**src/rtl/clk_div_ctrl.sv**
```systemverilog
// Programmable clock divider with glitch-free start/stop
// and a valid/ready divisor update applied at period boundaries.
module clk_div_ctrl #(
  parameter int W       = 8,
  parameter int DEF_DIV = 5
) (
  input  logic         clk,
  input  logic         rst,
  input  logic         en,
  input  logic [W-1:0] div_in,
  input  logic         div_valid,
  output logic         div_ready,
  output logic         clk_out,
  output logic         tick,
  output logic         busy,
  output logic [W-1:0] cur_div,
  output logic         err
);

  typedef enum logic {IDLE, RUN} state_t;

  localparam logic [W-1:0] DEF = W'(DEF_DIV);
  localparam logic [W-1:0] ONE = W'(1);
  localparam logic [W-1:0] TWO = W'(2);

  state_t       state_q, state_d;
  logic [W-1:0] cnt_q, cnt_d;
  logic [W-1:0] cur_q, cur_d;
  logic [W-1:0] nxt_q, nxt_d;
  logic         pend_q, pend_d;
  logic         clk_q, clk_d;
  logic         tick_q, tick_d;
  logic         err_q, err_d;

  logic         accept;
  logic         bad;
  logic         last;
  logic [W-1:0] cnt_inc;
  logic [W-1:0] half;

  assign accept  = div_valid && !pend_q;
  assign bad     = div_in < TWO;
  assign last    = cnt_q == (cur_q - ONE);
  assign cnt_inc = cnt_q + ONE;
  assign half    = cur_q >> 1;

  // State register; reset aborts any period and drops a pending update
  always_ff @(posedge clk or posedge rst) begin
    if (rst) begin
      state_q <= IDLE;
      cnt_q   <= '0;
      cur_q   <= DEF;
      nxt_q   <= DEF;
      pend_q  <= 1'b0;
      clk_q   <= 1'b0;
      tick_q  <= 1'b0;
      err_q   <= 1'b0;
    end else begin
      state_q <= state_d;
      cnt_q   <= cnt_d;
      cur_q   <= cur_d;
      nxt_q   <= nxt_d;
      pend_q  <= pend_d;
      clk_q   <= clk_d;
      tick_q  <= tick_d;
      err_q   <= err_d;
    end
  end

  // Next-state: counting, boundary handling and divisor handshake
  always_comb begin
    state_d = state_q;
    cnt_d   = cnt_q;
    cur_d   = cur_q;
    nxt_d   = nxt_q;
    pend_d  = pend_q;
    clk_d   = clk_q;
    tick_d  = 1'b0;
    err_d   = accept && bad;
    unique case (state_q)
      IDLE: begin
        cnt_d = '0;
        clk_d = 1'b0;
        // An update caught on the stopping boundary lands here
        if (pend_q) begin
          cur_d  = nxt_q;
          pend_d = 1'b0;
        end
        if (accept && !bad) cur_d = div_in;
        if (en) begin
          state_d = RUN;
          clk_d   = 1'b1;
          tick_d  = 1'b1;
        end
      end
      RUN: begin
        if (!last) begin
          cnt_d = cnt_inc;
          clk_d = cnt_inc < half;
        end else begin
          cnt_d = '0;
          if (pend_q) begin
            cur_d  = nxt_q;
            pend_d = 1'b0;
          end
          if (en) begin
            clk_d  = 1'b1;
            tick_d = 1'b1;
          end else begin
            state_d = IDLE;
            clk_d   = 1'b0;
          end
        end
        // Acceptance only when nothing pends, so no clash with apply
        if (accept && !bad) begin
          nxt_d  = div_in;
          pend_d = 1'b1;
        end
      end
      default: state_d = IDLE;
    endcase
  end

  assign div_ready = !pend_q;
  assign clk_out   = clk_q;
  assign tick      = tick_q;
  assign busy      = state_q == RUN;
  assign cur_div   = cur_q;
  assign err       = err_q;

endmodule

```
**config.mk**
```make
export PLATFORM = sky130hd
export DESIGN_NAME = clk_div_ctrl
export DESIGN_NICKNAME = d
export VERILOG_FILES = /design/src/rtl/clk_div_ctrl.sv
export SDC_FILE = /design/constraint.sdc
export NUM_CORES = 1
export LEC_CHECK = 0
export CORE_ASPECT_RATIO = 0.7
export CORE_UTILIZATION = 48
export DETAILED_ROUTE_END_ITERATION = 10
export PLACE_DENSITY = 0.75
export SYNTH_ARGS = -nofsm -noshare
export SYNTH_HDL_FRONTEND = slang
export SYNTH_SLANG_ARGS = --single-unit
```
**constraint.sdc**
```tcl
create_clock -name clk -period 2.1 [get_ports clk]
set_input_delay 0.21 -clock clk [delete_from_list [all_inputs] [get_ports clk]]
set_output_delay 0.21 -clock clk [all_outputs]
set_load 0.1 [all_outputs]
```
==> qor.txt <==
Post-Syn Nets - 172
DR iter-0 viols - 74
Synth Warn # - 0
Clk Tree Root Cell - clkbuf_8
Clk sinks - 29
CTS H-tree lvls - 2
Area added between synthesis and finish - 35.4%
Wire length per cell - 15.3 um
1st-pass router iterations - 5
Number of synthesized flops with an enable pin - 0
Die W - 72.3 um
Area after DPL - 2010 sq um
Relative slew slack - 75.6%
Routed vias - 1289
Failing checks - negative setup slack
Filler cells - 253
Final hold violations - 0
N_diodes - 0
Pins over their slew limit - 0
Achievable Freq - 465 MHz
Critical path capture point type - register
PnR worst setup slack - -0.0483 ns
Synth unique cells - 41
Outcome - finished, violations left
Critical Path AT - 2.32 ns
Number of antenna-violating nets in the routed design - 0
Post-synthesis register bit count - 29
Die area - 3700 sq um
WL final - 3700 um
Number of buffers created by CTS - 5
Clock skew - 0.0104 ns
Total GRT Usage - 23.2%
Mapped Cells - 152
Net count, final - 213
Mapped cell area - 1660 sq um
Sequential element share of the synthesized area - 44.0%
Tmin final - 2.15 ns
Vias in the first global route - 1329
Synth area leader - dfrtp_1
Period utilization - 102%
Critical Path RT - 2.27 ns
Die height - 51.2 um
Layout cells sized above 1 - 40.2%
Fin area - 2250 sq um
Asr flop ratio synth - 100%
CP Class - register to register
Starting density of the core - 51.7%
Multi-input gate area - 978 sq um
Final Setup Violations - 7
Skew-Pair Late Insertion Delay - 0.28 ns
Post-Syn Area per Cell - 10.9 sq um
Maximum clock insertion buffer count - 2
HP Class - input port to async pin
First-pass GRT wire length - 6270 um
DRC viols - 0
Core Area - 3210 sq um
Top cells by area, synth - dfrtp_1 38%, dfstp_2 6.3%, ha_1 6.0%, mux2_2 5.4%, xnor2_1 5.3%
Initial antenna violation count - 0
Top FF cell, synth - dfrtp_1
RSZ-0062 raised after global routing - yes
Maxcap violations - 0
Top-area cell type share of the netlist area - 37.7%
Num rows - 17
Crit path max fanout - 5
PortBufs - 24
GR Overflow Total - 0
Post-DR vias/cell - 5.35
CP Launch Type - register
Pin count of the biggest net entering global routing - 30
FF+latch area - 743 sq um
CTS tree - yes
Worst Tran Pin Value - 0.365 ns
IO Pins - 25
Global placement routability congestion - 0.839
Clk slew on worst S/H paths - 0.07 ns
HPWL Detailed - 2570 um
==> stage by stage <==
step | hold WS (ns) | instances | TNS (ns) | util [%] | worst slack [ns]
after floorplan | 0.285 | 152 | -1.76 | - | -0.274
after global placement | 0.490 | 229 | -0.483 | 62.5 | -0.0626
after detailed placement | 0.494 | 229 | -1.87 | 62.5 | -0.168
after CTS | 0.322 | 240 | 0 | 67.7 | 0.00279
after global routing | 0.352 | 241 | -1.18 | 70.0 | -0.120
final | 0.303 | 241 | -0.0992 | 70.0 | -0.0483
==> cells by family after synthesis <==
logic type                 count (synthesis)  synth area share (%)
adders and majority gates                  8                  6.03
DFF                                       29                  44.0
muxes                                      9                  6.33
AOI/OAI and AO/OA                         32                  15.3
buffers and inverters                     17                  4.30
and+or+nand+nor                           40                  14.6
xor gates and xnor gates                  17                  9.43
==> flip-flops by register name, summed over array words and instances, names as in the netlist <==
signal	count
nxt_q	8
cnt_q	8
tick	1
busy	1
cur_div	8
clk_out	1
pend_q	1
err	1
==> critical path: stages (launching register included) <==
cell and delay [ns]:
dfstp_4 0.65, inv_4 0.04, ha_4 0.21, xnor2_1 0.14, nor3_2 0.27, a31oi_4 0.16, a21oi_4 0.23, buf_6 0.18
o2bb2a_4 0.16
==> area by class of cell <==
type / count / share of cell area [%]
Tap cell: 47 / 2.62
Timing Repair Buffer: 39 / 14.6
Clock buffer: 8 / 4.01
Sequential cell: 29 / 33.1
Multi-Input combinational cell: 106 / 43.5
Inverter: 12 / 2.12
==> synthesized netlist by cell type, drive strengths merged (2+ instances only) <==
cell,n
dfrtp,25
inv,12
xnor2,11
mux2,9
o22ai,9
ha,8
a2bb2oi,7
nor2,7
nand3,6
nor2b,6
xor2,6
nand2,5
buf,4
dfstp,4
o21ai,4
a21oi,3
and3,3
a211oi,2
a21o,2
a31oi,2
nand4,2
nor3,2
nor3b,2
nor4,2
==> cell usage in the layout, fill, tap and decap left out, types with 3 or more instances in the layout <==
cell type / instances
dfstp_2: 3
o22ai_1: 9
a2bb2oi_2: 7
xnor2_1: 10
dfrtp_2: 4
clkdlybuf4s50_1: 11
clkbuf_8: 6
buf_4: 24
buf_6: 3
ha_1: 6
inv_1: 11
nor2_1: 6
nand2_1: 4
dfrtp_1: 20
mux2_2: 8
nor2b_1: 6
nand3_1: 6
xor2_1: 5
==> final timing paths <==
kind / from / end / depth (start not counted) / slack (ns)
min reg2reg: nxt_q[3]$_DFFE_PP0P_ / nxt_q[3]$_DFFE_PP0P_ / 1 / 0.51
max: cur_div[0]$_DFFE_PP1P_ / cur_div[7]$_DFFE_PP0P_ / 8 / -0.05
max reg2reg: cur_div[0]$_DFFE_PP1P_ / cur_div[7]$_DFFE_PP0P_ / 8 / -0.05
max in group asynchronous: rst / cur_div[2]$_DFFE_PP1P_ / 3 / 1.48
min: rst / err$_DFF_PP0_ / 3 / 0.30
min in group clk: nxt_q[3]$_DFFE_PP0P_ / nxt_q[3]$_DFFE_PP0P_ / 1 / 0.51
==> repair_timing <==
action                                  CTS  global route
endpoints found under the setup margin   12            26
gates resized for setup                  11            14
gates cloned                              1             0
pin swaps                                 4             7
hold buffers                              0             0
setup buffers                             2             1
==> metal layers <==
layer / vias to the layer above / track usage [%] / share of wire (%)
li1: 626 / - / -
met2: 35 / 36.9 / 46
met3: 9 / 6.11 / 3.9
met5: - / 0 / 0
met4: 0 / 8.82 / 1.5
met1: 619 / 30.3 / 49
Power is not shown: default switching activity piles up to over one toggle a cycle in this logic, so the estimate is an artifact.
